<file path="src/rtl/ocm_arb_pkg.sv">
// Shared constants, requester ids and helpers for the OCM round-robin arbiter.
package ocm_arb_pkg;

    localparam int unsigned ADDR_W_DEF = 13;
    localparam int unsigned DATA_W_DEF = 64;
    localparam int unsigned NUM_REQ    = 2;
    localparam int unsigned CNT_W      = 32;

    typedef enum logic {
        REQ_M0 = 1'b0,
        REQ_M1 = 1'b1
    } req_id_e;

    // Saturating increment for the performance counters
    function automatic logic [CNT_W-1:0] sat_inc(input logic [CNT_W-1:0] v);
        return (&v) ? v : v + CNT_W'(1);
    endfunction

endpackage

</file>
<file path="src/rtl/ocm_rr_arbiter_if.sv">
// Avalon-MM requester port (address/data/handshake) into the OCM arbiter.
interface ocm_rr_arbiter_if #(
    parameter int unsigned ADDR_W = 13,
    parameter int unsigned DATA_W = 64
) ();
    localparam int unsigned BE_W = DATA_W / 8;

    logic [ADDR_W-1:0] address;
    logic [BE_W-1:0]   byteenable;
    logic              read;
    logic              write;
    logic [DATA_W-1:0] writedata;
    logic              waitrequest;
    logic [DATA_W-1:0] readdata;
    logic              readdatavalid;

    modport master (
        output address, byteenable, read, write, writedata,
        input  waitrequest, readdata, readdatavalid
    );

    modport slave (
        input  address, byteenable, read, write, writedata,
        output waitrequest, readdata, readdatavalid
    );
endinterface

</file>
<file path="src/rtl/ocm_rr_grant.sv">
// Two-way round-robin pick with the last-grant history register.
module ocm_rr_grant
    import ocm_arb_pkg::*;
#(
    parameter bit M0_FIRST = 1'b1
) (
    input  logic clk,
    input  logic reset_n,
    input  logic i_req0,
    input  logic i_req1,
    output logic o_gnt0_c,
    output logic o_gnt1_c
);
    // History starts on the non-favoured side so the favoured requester wins first
    localparam req_id_e RST_LAST = M0_FIRST ? REQ_M1 : REQ_M0;

    req_id_e r_last_gnt;

    always_comb begin
        o_gnt0_c = 1'b0;
        o_gnt1_c = 1'b0;
        if (i_req0 && i_req1) begin
            if (r_last_gnt == REQ_M1) o_gnt0_c = 1'b1;
            else                      o_gnt1_c = 1'b1;
        end else begin
            o_gnt0_c = i_req0;
            o_gnt1_c = i_req1;
        end
    end

    always_ff @(posedge clk or negedge reset_n) begin
        if (!reset_n)      r_last_gnt <= RST_LAST;
        else if (o_gnt0_c) r_last_gnt <= REQ_M0;
        else if (o_gnt1_c) r_last_gnt <= REQ_M1;
    end

endmodule

</file>
<file path="src/rtl/ocm_rr_arbiter.sv">
// Round-robin arbiter sharing one single-port OCM between two Avalon-MM requesters.
// Optional performance counters enabled with `define OCM_ARB_PERF_CNT_EN.
module ocm_rr_arbiter
    import ocm_arb_pkg::*;
#(
    parameter int unsigned ADDR_W   = ADDR_W_DEF,
    parameter int unsigned DATA_W   = DATA_W_DEF,
    parameter int unsigned M0_FIRST = 1
) (
    input  logic                  clk,
    input  logic                  reset_n,
    ocm_rr_arbiter_if.slave       m0,
    ocm_rr_arbiter_if.slave       m1,
    output logic [ADDR_W-1:0]     mem_address,
    output logic [DATA_W/8-1:0]   mem_byteenable,
    output logic                  mem_chipselect,
    output logic                  mem_write,
    output logic [DATA_W-1:0]     mem_writedata,
    output logic                  mem_clken,
    input  logic [DATA_W-1:0]     mem_readdata
`ifdef OCM_ARB_PERF_CNT_EN
    ,
    input  logic                  cnt_clr,
    output logic [CNT_W-1:0]      m0_grant_cnt,
    output logic [CNT_W-1:0]      m1_grant_cnt,
    output logic [CNT_W-1:0]      m0_stall_cnt,
    output logic [CNT_W-1:0]      m1_stall_cnt
`endif
);
    logic    w_req0, w_req1;
    logic    w_gnt0, w_gnt1;
    logic    w_acc_rd;
    logic    w_rdv0, w_rdv1;
    req_id_e w_acc_id;
    logic    r_rd_pend;
    req_id_e r_rd_owner;

    assign w_req0 = m0.read | m0.write;
    assign w_req1 = m1.read | m1.write;

    ocm_rr_grant #(
        .M0_FIRST (M0_FIRST != 0)
    ) u_grant (
        .clk      (clk),
        .reset_n  (reset_n),
        .i_req0   (w_req0),
        .i_req1   (w_req1),
        .o_gnt0_c (w_gnt0),
        .o_gnt1_c (w_gnt1)
    );

    assign m0.waitrequest = w_req0 & ~w_gnt0;
    assign m1.waitrequest = w_req1 & ~w_gnt1;

    // RAM pin mux; everything idles low without a grant
    always_comb begin
        mem_address    = '0;
        mem_byteenable = '0;
        mem_writedata  = '0;
        mem_write      = 1'b0;
        mem_chipselect = w_gnt0 | w_gnt1;
        if (w_gnt0) begin
            mem_address    = m0.address;
            mem_byteenable = m0.byteenable;
            mem_writedata  = m0.writedata;
            mem_write      = m0.write;
        end else if (w_gnt1) begin
            mem_address    = m1.address;
            mem_byteenable = m1.byteenable;
            mem_writedata  = m1.writedata;
            mem_write      = m1.write;
        end
    end

    assign mem_clken = 1'b1;

    // A read with write also high is treated as a write only
    assign w_acc_rd = (w_gnt0 & m0.read & ~m0.write) | (w_gnt1 & m1.read & ~m1.write);
    assign w_acc_id = w_gnt1 ? REQ_M1 : REQ_M0;

    always_ff @(posedge clk or negedge reset_n) begin
        if (!reset_n) begin
            r_rd_pend  <= 1'b0;
            r_rd_owner <= REQ_M0;
        end else begin
            r_rd_pend <= w_acc_rd;
            if (w_acc_rd) r_rd_owner <= w_acc_id;
        end
    end

    assign w_rdv0 = r_rd_pend & (r_rd_owner == REQ_M0);
    assign w_rdv1 = r_rd_pend & (r_rd_owner == REQ_M1);

    assign m0.readdatavalid = w_rdv0;
    assign m1.readdatavalid = w_rdv1;
    assign m0.readdata      = w_rdv0 ? mem_readdata : '0;
    assign m1.readdata      = w_rdv1 ? mem_readdata : '0;

`ifdef OCM_ARB_PERF_CNT_EN
    logic [CNT_W-1:0] r_m0_grant_cnt, r_m1_grant_cnt;
    logic [CNT_W-1:0] r_m0_stall_cnt, r_m1_stall_cnt;

    // Clear wins over a same-cycle increment
    always_ff @(posedge clk or negedge reset_n) begin
        if (!reset_n) begin
            r_m0_grant_cnt <= '0;
            r_m1_grant_cnt <= '0;
            r_m0_stall_cnt <= '0;
            r_m1_stall_cnt <= '0;
        end else if (cnt_clr) begin
            r_m0_grant_cnt <= '0;
            r_m1_grant_cnt <= '0;
            r_m0_stall_cnt <= '0;
            r_m1_stall_cnt <= '0;
        end else begin
            if (w_gnt0)         r_m0_grant_cnt <= sat_inc(r_m0_grant_cnt);
            if (w_gnt1)         r_m1_grant_cnt <= sat_inc(r_m1_grant_cnt);
            if (m0.waitrequest) r_m0_stall_cnt <= sat_inc(r_m0_stall_cnt);
            if (m1.waitrequest) r_m1_stall_cnt <= sat_inc(r_m1_stall_cnt);
        end
    end

    assign m0_grant_cnt = r_m0_grant_cnt;
    assign m1_grant_cnt = r_m1_grant_cnt;
    assign m0_stall_cnt = r_m0_stall_cnt;
    assign m1_stall_cnt = r_m1_stall_cnt;
`endif

endmodule

</file>
<file path="src/flat_wrapper.sv">
// flat-port wrapper written by rule: the top's interface ports become plain ports
module ocm_rr_arbiter_flat import ocm_arb_pkg::*;
#(
    parameter int unsigned ADDR_W   = ADDR_W_DEF,
    parameter int unsigned DATA_W   = DATA_W_DEF,
    parameter int unsigned M0_FIRST = 1
)
  (clk, reset_n, mem_address, mem_byteenable, mem_chipselect, mem_write, mem_writedata, mem_clken, mem_readdata, m0_address, m0_byteenable, m0_read, m0_write, m0_writedata, m0_waitrequest, m0_readdata, m0_readdatavalid, m1_address, m1_byteenable, m1_read, m1_write, m1_writedata, m1_waitrequest, m1_readdata, m1_readdatavalid);
  ocm_rr_arbiter_if #(.ADDR_W(ADDR_W), .DATA_W(DATA_W)) m0_i ();
  ocm_rr_arbiter_if #(.ADDR_W(ADDR_W), .DATA_W(DATA_W)) m1_i ();
  input  logic clk;
  input  logic reset_n;
  output logic [ADDR_W-1:0] mem_address;
  output logic [DATA_W/8-1:0] mem_byteenable;
  output logic mem_chipselect;
  output logic mem_write;
  output logic [DATA_W-1:0] mem_writedata;
  output logic mem_clken;
  input  logic [DATA_W-1:0] mem_readdata;
  input wire logic [$bits(m0_i.address)-1:0] m0_address;
  input wire logic [$bits(m0_i.byteenable)-1:0] m0_byteenable;
  input wire logic [$bits(m0_i.read)-1:0] m0_read;
  input wire logic [$bits(m0_i.write)-1:0] m0_write;
  input wire logic [$bits(m0_i.writedata)-1:0] m0_writedata;
  output wire logic [$bits(m0_i.waitrequest)-1:0] m0_waitrequest;
  output wire logic [$bits(m0_i.readdata)-1:0] m0_readdata;
  output wire logic [$bits(m0_i.readdatavalid)-1:0] m0_readdatavalid;
  input wire logic [$bits(m1_i.address)-1:0] m1_address;
  input wire logic [$bits(m1_i.byteenable)-1:0] m1_byteenable;
  input wire logic [$bits(m1_i.read)-1:0] m1_read;
  input wire logic [$bits(m1_i.write)-1:0] m1_write;
  input wire logic [$bits(m1_i.writedata)-1:0] m1_writedata;
  output wire logic [$bits(m1_i.waitrequest)-1:0] m1_waitrequest;
  output wire logic [$bits(m1_i.readdata)-1:0] m1_readdata;
  output wire logic [$bits(m1_i.readdatavalid)-1:0] m1_readdatavalid;
  assign m0_i.address = m0_address;
  assign m0_i.byteenable = m0_byteenable;
  assign m0_i.read = m0_read;
  assign m0_i.write = m0_write;
  assign m0_i.writedata = m0_writedata;
  assign m0_waitrequest = m0_i.waitrequest;
  assign m0_readdata = m0_i.readdata;
  assign m0_readdatavalid = m0_i.readdatavalid;
  assign m1_i.address = m1_address;
  assign m1_i.byteenable = m1_byteenable;
  assign m1_i.read = m1_read;
  assign m1_i.write = m1_write;
  assign m1_i.writedata = m1_writedata;
  assign m1_waitrequest = m1_i.waitrequest;
  assign m1_readdata = m1_i.readdata;
  assign m1_readdatavalid = m1_i.readdatavalid;
  ocm_rr_arbiter #(.ADDR_W(ADDR_W), .DATA_W(DATA_W), .M0_FIRST(M0_FIRST)) u_core (.clk(clk), .reset_n(reset_n), .m0(m0_i), .m1(m1_i), .mem_address(mem_address), .mem_byteenable(mem_byteenable), .mem_chipselect(mem_chipselect), .mem_write(mem_write), .mem_writedata(mem_writedata), .mem_clken(mem_clken), .mem_readdata(mem_readdata));
endmodule
</file>
<file path="config.mk">
export PLATFORM = sky130hd
export DESIGN_NAME = ocm_rr_arbiter_flat
export DESIGN_NICKNAME = d
export VERILOG_FILES = /design/src/rtl/ocm_arb_pkg.sv /design/src/rtl/ocm_rr_arbiter_if.sv /design/src/rtl/ocm_rr_grant.sv /design/src/rtl/ocm_rr_arbiter.sv /design/src/flat_wrapper.sv
export SDC_FILE = /design/constraint.sdc
export NUM_CORES = 1
export LEC_CHECK = 0
export ABC_AREA = 0
export BUFFER_PORTS_ARGS = -buffer_cell sky130_fd_sc_hd__buf_2
export CAP_MARGIN = 0
export CORE_AREA = 3 3 179 181
export DETAILED_ROUTE_END_ITERATION = 16
export DIE_AREA = 0 0 182 184
export GPL_ROUTABILITY_DRIVEN = 0
export GPL_TIMING_DRIVEN = 0
export PLACE_DENSITY = 0.41
export SLEW_MARGIN = 20
export SYNTH_ARGS = -nofsm -noshare
export SYNTH_HDL_FRONTEND = slang
export SYNTH_SLANG_ARGS = --single-unit
</file>
<file path="constraint.sdc">
create_clock -name clk -period 3.1 [get_ports clk]
set_input_delay 0.155 -clock clk [delete_from_list [all_inputs] [get_ports clk]]
set_output_delay 0.155 -clock clk [all_outputs]
set_load 0.03 [all_outputs]
</file>
==> results.sh, run 1 <==
export IMPL_status="finished clean"
export IMPL_drtIter0Drc=232
export IMPL_crit_type="reg -> out"
export IMPL_yosys_warnings=0
export IMPL_crit_buf_inv=3
export IMPL_postSynthCellCount=283
export IMPL_final_antenna_net_count=0
export IMPL_syn_area_sq_mm=0.00204
export IMPL_synth_compound_area_share_pct=40.0
export IMPL_max_stage_delay_ps=500
export IMPL_place_hpwl_um=16500
export IMPL_htree_levels=1
export IMPL_power_switching_mw=1.26
export IMPL_synth_area_leaders="a22o_1 (37%), and2_1 (20%), and3_1 (20%)"
export IMPL_p_leak_nw=3.18
export IMPL_ir_drop_v=0.000153
export IMPL_post_cts_resize_count=0
export IMPL_vias=4063
export IMPL_synth_area_mux_share_pct=0.491
export IMPL_setup_viol=0
export IMPL_grt_overflow=0
export IMPL_crit_chain="buf_2 > o21ba_4 > nor2_4 > buf_2 > a22o_1 > buf_2"
export IMPL_period_share_pct=75.2
export IMPL_critical_path_required_ps=2940
export IMPL_grt_pass1_wl_um=24300
export IMPL_tritoncts="done"
export IMPL_path_common_cell="buf_2"
export IMPL_die_area_sq_mm=0.0335
export IMPL_start_kind="register"
export IMPL_die_w_um=182
export IMPL_rsz0062_at_grt="false"
export IMPL_fmax_ghz=0.429
export IMPL_crit_arrival_ps=2170
export IMPL_ys_types=27
export IMPL_synth_fa_ha_area_share_pct=0
export IMPL_avgViaCountPerCell=3.56
export IMPL_finalCoreUtilization_pct=16.1
export IMPL_fin_skew_ps=1.50
export IMPL_critPathSlowestCell="dfstp_2"
export IMPL_period_needed_ps=2330
export IMPL_areaGrowthSynthToFinish_pct=141
export IMPL_p_int_mw=0.828
export IMPL_grt_usage_pct=9.50
export IMPL_drt_first_pass_iters=4
export IMPL_synth_nets=523
export IMPL_drt_total_wl_um=18400
export IMPL_hp_class="in -> reg"
export IMPL_finalHoldViolCount=0
export IMPL_yosys_area_share_simple_pct=42.6
export IMPL_power_density_mw_per_mm2=425
export IMPL_clk_pin_slew_ps=30
export IMPL_synth_top_cell_by_area="a22o_1"
export IMPL_grt_pass1_vias=3592
export IMPL_cp_end_kind="output port"
export IMPL_drc=0
export IMPL_max_cap_viol_count=0
export IMPL_yosysSeqAreaShare_pct=3.75
export IMPL_grt_max_degree=11
export IMPL_antennaDiodeCount=0
export IMPL_cts_buffers=3
export IMPL_port_buffers=458
export IMPL_pwr_share_comb_pct=87.4
export IMPL_setup_tns_ps=0
export IMPL_cpLargestDelayFamily="buffers and inverters"
export IMPL_cts_buffer_depth=2
export IMPL_synth_xor_area_share_pct=0
export IMPL_cts_root_buffer="clkbuf_16"
export IMPL_drive_above_1_share_pct=65.0
export IMPL_dr_max_layer_used="met4"
export IMPL_die_h_um=184
export IMPL_switching_share_pct=60.3
export IMPL_clk_insertion_delay_late_ps=220
export IMPL_maxSlewViolCount=0
export IMPL_synth_top_family_by_area="simple AND/OR/NAND/NOR gates"
export IMPL_synth_top_area_share_pct=36.5
export IMPL_hold_slack_ps=267
export IMPL_wl_met2_um=8490
export IMPL_start_util_pct=6.66
export IMPL_routedWlPerCell_um=16.1
export IMPL_antenna_found_initial=0
export IMPL_final_net_count=987
export IMPL_synth_avg_cell_area_sq_um=7.20
export IMPL_cp_max_fo=10
export IMPL_seqPwrFrac_pct=2.8
export IMPL_synth_seq_cells=3
export IMPL_core_region_area_sq_mm=0.0306
export IMPL_wl_met3_um=1610
export IMPL_io_pins=460
export IMPL_rows=64
export IMPL_clockPowerShare_pct=9.8
export IMPL_met1_length_um=8250
export IMPL_cts_sinks=3
==> registers in the layout (all words and copies together), names as in the netlist <==
signal and flops:
u_core.r_rd_pend 1, u_core.r_rd_owner 1, u_core.u_grant.r_last_gnt 1
==> what timing repair did <==
item | 4_1_cts | 5_1_grt
hold endpoints to repair | 3 | 0
hold buffers | 1 | 0
setup buffers | 0 | 0
==> cell families after synthesis <==
| logic type | after synthesis |
|---|---|
| flops | 3 |
| other cells | 1 |
| buf+inv | 44 |
| simple gates | 140 |
| compound gates | 94 |
| mux | 1 |
==> area by class of cell <==
class / instances / area [sq um]
inverter: 3 / 11.3
buffer: 41 / 253
timing repair buffer: 459 / 2300
multi-input combinational: 236 / 1700
sequential: 3 / 76.3
clock buffer: 4 / 78.8
tap: 396 / 495
fill: 3595 / 25700
==> through the flow <==
stage          power (mW)  cell area [sq um]  worst slack [ps]  std cells
6_report             2.09               4910               770       1142
5_1_grt              2.21               4910               556       1142
4_1_cts              2.11               4910               733       1142
3_5_place_dp         1.89               4820               978       1137
3_3_place_gp         1.90               4820               980       1137
2_1_floorplan        1.25               2040              1420        283
==> Yosys cell counts, drive strengths merged <==
cell type,n
a21boi,1
a21o,1
a21oi,2
a22o,85
and2,65
and3,64
buf,20
clkbuf,21
conb,1
dfrtp,2
dfstp,1
inv,3
mux2i,1
nand2,3
nor2,3
nor2b,2
nor3,1
nor3b,1
o21ai,3
o21ba,1
o32a,1
or2,1
==> routing by layer <==
layer	global-route usage, %	vias up
met2	14.2	201
li1	-	1987
met1	14.4	1871
met5	0	-
met3	1.80	4
met4	1.10	0
==> placed cells by master (no fill, tap or decap), types with 2 or more instances in the layout <==
master     count
nor2b_1        2
buf_4          2
clkbuf_1      22
clkbuf_16      3
buf_6         11
nand2_1        3
inv_1          3
dfrtp_1        2
and2_1        65
and3_1        64
buf_2        465
a22o_1        85
nor2_1         2
o21ai_0        2
==> power groups by stage <==
| stage | clock network [mW] | registers, mW | logic, mW |
|---|---|---|---|
| 6_report | 0.205 | 0.0582 | 1.82 |
| 2_1_floorplan | 0 | 0.0525 | 1.20 |
| 3_3_place_gp | 0 | 0.0619 | 1.84 |
| 3_5_place_dp | 0 | 0.0611 | 1.83 |
| 4_1_cts | 0.210 | 0.0612 | 1.84 |
| 5_1_grt | 0.214 | 0.0617 | 1.94 |
==> final timing paths <==
| kind | start | endpoint | slack (ps) | cells past startpoint |
|---|---|---|---|---|
| hold / removal | m1_write | u_core.r_rd_pend | 270 | 2 |
| min in group asynchronous | reset_n | u_core.r_rd_pend | 320 | 2 |
| setup / recovery | u_core.u_grant.r_last_gnt | mem_writedata[8] | 770 | 6 |
| max in group asynchronous | reset_n | u_core.u_grant.r_last_gnt | 2590 | 2 |
| hold reg to reg | u_core.u_grant.r_last_gnt | u_core.u_grant.r_last_gnt | 700 | 2 |
| setup reg to reg | u_core.r_rd_owner | u_core.r_rd_owner | 1830 | 4 |
Note: power is estimated with default switching activity, not from simulation.
==> run 2: changes to the inputs <==
--- a/config.mk
+++ b/config.mk
@@ -8,12 +8,12 @@
 export ABC_AREA = 0
 export BUFFER_PORTS_ARGS = -buffer_cell sky130_fd_sc_hd__buf_2
 export CAP_MARGIN = 0
-export CORE_AREA = 3 3 179 181
+export CORE_AREA = 3 3 178 180
 export DETAILED_ROUTE_END_ITERATION = 16
-export DIE_AREA = 0 0 182 184
+export DIE_AREA = 0 0 181 183
 export GPL_ROUTABILITY_DRIVEN = 0
 export GPL_TIMING_DRIVEN = 0
-export PLACE_DENSITY = 0.41
+export PLACE_DENSITY = 0.43
 export SLEW_MARGIN = 20
 export SYNTH_ARGS = -nofsm -noshare
 export SYNTH_HDL_FRONTEND = slang
==> constraint.sdc (replaced) <==
create_clock -name clk -period 2 [get_ports clk]
set_input_delay 0.1 -clock clk [delete_from_list [all_inputs] [get_ports clk]]
set_output_delay 0.1 -clock clk [all_outputs]
set_load 0.03 [all_outputs]
==> run 2 against run 1 <==
Net effect:
- flip-flop and latch count is the same
- core utilization grew 0.44 points
- critical path depth unchanged
- largest cell class unchanged
- sequential power increased by 65%
- sequential share of layout area is essentially flat
- routed wire length shrank 8.2%
- combinational power increased by 58%
- largest power group unchanged
- die area down 1.1%
==> results.sh, run 2 (synthesis gave the netlist of run 1 again) <==
export IMPL_htree_levels=1
export IMPL_cp_end_kind="output port"
export IMPL_setup_slack_ps=82.6
export IMPL_fmax_ghz=0.522
export IMPL_final_antenna_net_count=0
export IMPL_drtIter0Drc=199
export IMPL_antenna_found_initial=0
export IMPL_antennaDiodeCount=0
export IMPL_rows=64
export IMPL_routedWlPerCell_um=14.8
export IMPL_dpl_cell_count=1137
export IMPL_cts_sinks=3
export IMPL_io_pins=460
export IMPL_die_area_sq_mm=0.0331
export IMPL_cts_root_buffer="clkbuf_16"
export IMPL_hold_path_endpoint="u_core.r_rd_pend"
export IMPL_power_density_mw_per_mm2=655
export IMPL_die_w_um=181
export IMPL_status="finished clean"
export IMPL_ir_drop_v=0.000264
export IMPL_final_common_cell="buf_2"
export IMPL_grt_pass1_vias=3756
export IMPL_setup_tns_ps=0
export IMPL_port_buffers=458
export IMPL_final_cell_mix="buf_2 (459), a22o_1 (85), and2_1 (65)"
export IMPL_worstHoldPathCells=2
export IMPL_max_stage_delay_ps=530
export IMPL_setup_viol=0
export IMPL_die_h_um=183
export IMPL_clk_insertion_delay_late_ps=220
export IMPL_grt_overflow=0
export IMPL_fin_skew_ps=0.467
export IMPL_regToRegSetupSlack_ps=890
export IMPL_start_util_pct=6.71
export IMPL_grt_usage_pct=8.93
export IMPL_tritoncts="done"
export IMPL_crit_type="reg -> out"
export IMPL_cts_buffers=3
export IMPL_period_needed_ps=1920
export IMPL_drc=0
export IMPL_seqCellArea_sq_um=77.6
export IMPL_areaGrowthSynthToFinish_pct=146
export IMPL_reg2reg_to="u_core.r_rd_owner"
export IMPL_cts_buffer_depth=2
export IMPL_drive_above_1_share_pct=66.8
export IMPL_drt_first_pass_iters=4
export IMPL_max_cap_viol_count=0
export IMPL_start_kind="register"
export IMPL_r2r_start="u_core.r_rd_owner"
export IMPL_finalHoldViolCount=0
export IMPL_dp_slack_ps=-52.0
export IMPL_finalCoreUtilization_pct=16.5
export IMPL_grt_pass1_wl_um=23300
export IMPL_critical_path_required_ps=1900
export IMPL_vias=4076
export IMPL_fin_cells=1144
export IMPL_crit_arrival_ps=1820
export IMPL_avgViaCountPerCell=3.56
export IMPL_core_region_area_sq_mm=0.0303
export IMPL_fin_area_sq_mm=0.00501
export IMPL_critPathSlowestCell="dfstp_2"
export IMPL_hold_slack_ps=211
export IMPL_final_net_count=989
export IMPL_rsz0062_at_grt="true"
export IMPL_clk_pin_slew_ps=30
export IMPL_period_share_pct=95.9
export IMPL_p_leak_nw=3.25
export IMPL_multi_input_area_sq_mm=0.00170
export IMPL_largestRegisters="u_core.r_rd_owner x1, u_core.r_rd_pend x1, u_core.u_grant.r_last_gnt x1"
export IMPL_maxSlewViolCount=0
export IMPL_cp_max_fo=5
export IMPL_hp_class="in -> reg"
export IMPL_drt_total_wl_um=16900
export IMPL_worst_r2r_cell_count=4
export IMPL_crit_chain="o21ba_4 > nor2_4 > bufbuf_16 > buf_4 > a22o_1 > clkbuf_4"
export IMPL_fillers=3506
export IMPL_place_hpwl_um=14900
export IMPL_hold_start="m1_write"
export IMPL_grt_max_degree=11
export IMPL_total_power_mw=3.28
export IMPL_place_area_sq_mm=0.00482
run 2: worst max-delay path: cells and delay by family (launching register included):
family | cells | cell delay [ps]
AOI/OAI and AO/OA | 2 | 290
buffers and inverters | 3 | 590
DFF | 1 | 530
and+or+nand+nor | 1 | 180
run 2: repair_timing:
action                                 CTS  global route
hold buffers                             1             0
gates resized for setup                 14            20
setup buffers                            2             0
pin swaps                                1             0
cloned                                   1             0
endpoints found under the hold margin    3             0
setup endpoints to repair              174            78
run 2: worst max path at each step:
stage,start,end,slack (ps),cells past startpoint
2_1_floorplan,u_core.u_grant.r_last_gnt,mem_address[0],380,6
3_3_place_gp,u_core.r_rd_owner,m0_readdata[30],-40,5
3_5_place_dp,u_core.r_rd_owner,m0_readdata[34],-50,5
4_1_cts,u_core.r_rd_pend,m1_readdata[27],3,4
5_1_grt,u_core.u_grant.r_last_gnt,mem_address[12],-2,6
6_report,u_core.u_grant.r_last_gnt,mem_address[12],80,6
run 2: power breakdown:
part	switching, mW	internal [mW]	leakage [nW]
clock	0.0530	0.263	0.0382
combinational	1.86	1.00	3.18
sequential	0.0202	0.0761	0.0328
total	1.94	1.34	3.25
run 2: area by class of cell:
| class | count | share of cell area (%) |
|---|---|---|
| Timing Repair Buffer | 462 | 47.2 |
| Multi-Input combinational cell | 236 | 34.0 |
| Tap cell | 396 | 9.90 |
| Buffer | 40 | 5.50 |
| Clock buffer | 4 | 1.57 |
| Sequential cell | 3 | 1.55 |
| Inverter | 3 | 0.225 |
run 2: layer usage:
| metal | wire length (um) | track usage [%] | part of all wire [%] | up-vias |
|---|---|---|---|---|
| li1 | - | - | - | 1989 |
| met1 | 7580 | 13.1 | 45 | 1868 |
| met2 | 7850 | 13.8 | 46 | 213 |
| met3 | 1350 | 1.57 | 8.0 | 6 |
| met4 | 137 | 1.65 | 0.81 | 0 |
| met5 | 0 | 0 | 0 | - |
==> run 3: changes to the inputs <==
--- a/config.mk
+++ b/config.mk
@@ -8,12 +8,14 @@
 export ABC_AREA = 0
 export BUFFER_PORTS_ARGS = -buffer_cell sky130_fd_sc_hd__buf_2
 export CAP_MARGIN = 0
-export CORE_AREA = 3 3 178 180
+export CELL_PAD_IN_SITES_DETAIL_PLACEMENT = 1
+export CELL_PAD_IN_SITES_GLOBAL_PLACEMENT = 1
+export CORE_AREA = 3 3 177 179
 export DETAILED_ROUTE_END_ITERATION = 16
-export DIE_AREA = 0 0 181 183
+export DIE_AREA = 0 0 180 182
 export GPL_ROUTABILITY_DRIVEN = 0
 export GPL_TIMING_DRIVEN = 0
-export PLACE_DENSITY = 0.43
+export PLACE_DENSITY = 0.62
 export SLEW_MARGIN = 20
 export SYNTH_ARGS = -nofsm -noshare
 export SYNTH_HDL_FRONTEND = slang
==> constraint.sdc (replaced) <==
create_clock -name clk -period 2 [get_ports clk]
set_input_delay 0.2 -clock clk [delete_from_list [all_inputs] [get_ports clk]]
set_output_delay 0.2 -clock clk [all_outputs]
set_load 0.03 [all_outputs]
==> run 3 against run 2 <==
Net effect:
- the flow now finishes with violations (setup timing)
- total power rose by 10%
- maximum frequency down 5.1%
- design area grew 7.6%
- via count rose by 2.4%
- clock skew rose by 1.9 ps
==> results.sh, run 3 (synthesis gave the netlist of run 1 again) <==
export IMPL_max_cap_viol_count=0
export IMPL_period_needed_ps=2020
export IMPL_clockPowerShare_pct=8.7
export IMPL_areaGrowthSynthToFinish_pct=165
export IMPL_worst_r2r_cell_count=4
export IMPL_max_stage_delay_ps=530
export IMPL_power_switching_mw=2.06
export IMPL_critical_path_required_ps=1800
export IMPL_fillers=3690
export IMPL_switching_share_pct=56.9
export IMPL_vias=4172
export IMPL_drt_first_pass_iters=4
export IMPL_drive_above_1_share_pct=69.2
export IMPL_grt_pass1_vias=4315
export IMPL_die_area_sq_mm=0.0328
export IMPL_setup_slack_ps=-20.4
export IMPL_r2r_start="u_core.u_grant.r_last_gnt"
export IMPL_die_h_um=182
export IMPL_tightest_slew_ps=490
export IMPL_drc=0
export IMPL_hp_class="in -> reg"
export IMPL_core_region_area_sq_mm=0.0297
export IMPL_pwr_share_comb_pct=88.6
export IMPL_cp_end_kind="output port"
export IMPL_htree_levels=1
export IMPL_slew_headroom_pct=67.1
export IMPL_rows=63
export IMPL_hold_path_endpoint="u_core.r_rd_pend"
export IMPL_crit_chain="o21ba_4 > nor2_4 > buf_8 > buf_6 > a22o_1 > clkbuf_4"
export IMPL_cpLargestDelayFamily="flip-flops"
export IMPL_setup_viol=15
export IMPL_io_pins=460
export IMPL_fin_skew_ps=2.36
export IMPL_grt_overflow=0
export IMPL_regToRegSetupSlack_ps=910
export IMPL_cts_buffer_depth=2
export IMPL_final_net_count=991
export IMPL_power_density_mw_per_mm2=670
export IMPL_place_hpwl_um=16500
export IMPL_antenna_found_initial=0
export IMPL_p_leak_nw=3.38
export IMPL_p_int_mw=1.56
export IMPL_violations="setup timing"
export IMPL_final_cell_mix="buf_2 (406), a22o_1 (73), and2_1 (65)"
export IMPL_fin_cells=1140
export IMPL_die_w_um=180
export IMPL_cts_buffers=3
export IMPL_status="complete, but fails checks"
export IMPL_grt_usage_pct=10.2
export IMPL_final_common_cell="buf_2"
export IMPL_final_antenna_net_count=0
export IMPL_antennaDiodeCount=0
export IMPL_drt_total_wl_um=19200
export IMPL_port_buffers=458
export IMPL_maxSlewViolCount=0
export IMPL_reg2reg_to="u_core.r_rd_pend"
export IMPL_grt_max_degree=11
export IMPL_finalHoldViolCount=0
export IMPL_cts_root_buffer="clkbuf_16"
export IMPL_start_kind="register"
export IMPL_grt_pass1_wl_um=26800
export IMPL_routedWlPerCell_um=16.8
export IMPL_start_util_pct=6.85
export IMPL_cts_sinks=3
export IMPL_clk_insertion_delay_late_ps=220
export IMPL_drtIter0Drc=262
export IMPL_clk_pin_slew_ps=30
export IMPL_critPathSlowestCell="dfstp_2"
export IMPL_tritoncts="done"
export IMPL_hold_start="m1_write"
export IMPL_worstHoldPathCells=2
export IMPL_seqPwrFrac_pct=2.7
export IMPL_crit_buf_inv=3
export IMPL_ir_drop_v=0.000226
export IMPL_dpl_cell_count=1131
export IMPL_cp_max_fo=10
export IMPL_avgViaCountPerCell=3.66
export IMPL_crit_type="reg -> out"
export IMPL_period_share_pct=101
export IMPL_rsz0062_at_grt="true"
export IMPL_fmax_ghz=0.495
export IMPL_crit_arrival_ps=1820
export IMPL_finalCoreUtilization_pct=18.1
export IMPL_largestRegisters="u_core.r_rd_owner x1, u_core.r_rd_pend x1, u_core.u_grant.r_last_gnt x1"
run 3: changes by cell type in the layout (fill, tap and decap cells not counted), sizes merged:
cell    delta
buf        -5
bufbuf     -1
clkbuf     +8
run 3: worst max path at each step:
stage                                          from                end  slack (ps)  cells after the start
after floorplan           u_core.u_grant.r_last_gnt     mem_address[0]         280                      6
after global placement            u_core.r_rd_owner    m0_readdata[53]        -190                      5
after detailed placement          u_core.r_rd_owner    m0_readdata[53]        -140                      5
after CTS                 u_core.u_grant.r_last_gnt  mem_writedata[18]         -40                      5
after global routing      u_core.u_grant.r_last_gnt     mem_address[5]        -100                      6
final                     u_core.u_grant.r_last_gnt     mem_address[5]         -20                      6
run 3: final cells by class:
| cell class | instances | area [sq um] | share of cell area, % |
|---|---|---|---|
| repair buffers | 464 | 2620 | 48.7 |
| clock buffers | 4 | 78.8 | 1.46 |
| inverters | 3 | 11.3 | 0.209 |
| flip-flops and latches | 3 | 78.8 | 1.46 |
| well taps | 390 | 488 | 9.06 |
| plain buffers | 40 | 308 | 5.71 |
| multi-input cells | 236 | 1800 | 33.4 |
run 3: routing by layer:
| metal | routed length, um | global-route usage, % | part of all wire (%) | vias to the layer above |
|---|---|---|---|---|
| li1 | - | - | - | 1993 |
| met1 | 7950 | 14.2 | 41 | 1953 |
| met2 | 9330 | 17.2 | 49 | 220 |
| met3 | 1770 | 1.52 | 9.2 | 6 |
| met4 | 109 | 1.49 | 0.57 | 0 |
| met5 | 0 | 0 | 0 | - |
run 3: metrics by stage:
step | area (sq um) | TNS, ps | setup slack (ps) | hold WS [ps] | power, mW
2_1_floorplan | 2040 | 0 | 278 | -95.6 | 1.94
3_3_place_gp | 4820 | -5310 | -192 | -2.23 | 2.95
3_5_place_dp | 4820 | -3320 | -140 | -1.47 | 2.95
4_1_cts | 5150 | -129 | -41.4 | 322 | 3.46
5_1_grt | 5390 | -3360 | -103 | 346 | 3.80
6_report | 5390 | -143 | -20.4 | 311 | 3.61
run 3: repair_timing:
| item | 4_1_cts | 5_1_grt |
|---|---|---|
| gates resized for setup | 58 | 110 |
| endpoints found under the setup margin | 186 | 133 |
| hold endpoints to repair | 3 | 0 |
| buffers inserted | 5 | 0 |
| hold buffers | 1 | 0 |
| pin swaps | 5 | 6 |
| cloned | 1 | 0 |
run 3: power groups by stage:
stage / Clock [mW] / Combinational (mW) / Sequential (mW)
finish: 0.315 / 3.20 / 0.0962
global route: 0.329 / 3.37 / 0.102
floorplan: 0 / 1.86 / 0.0814
detailed placement: 0 / 2.85 / 0.0971
global placement: 0 / 2.85 / 0.0973
CTS: 0.322 / 3.04 / 0.0996
run 3: worst reg2reg max path: stages, from the launching register on:
cell and delay (ps):
dfstp_2 530, buf_4 150, nand2_1 60, a21oi_1 120
o21ai_0 90
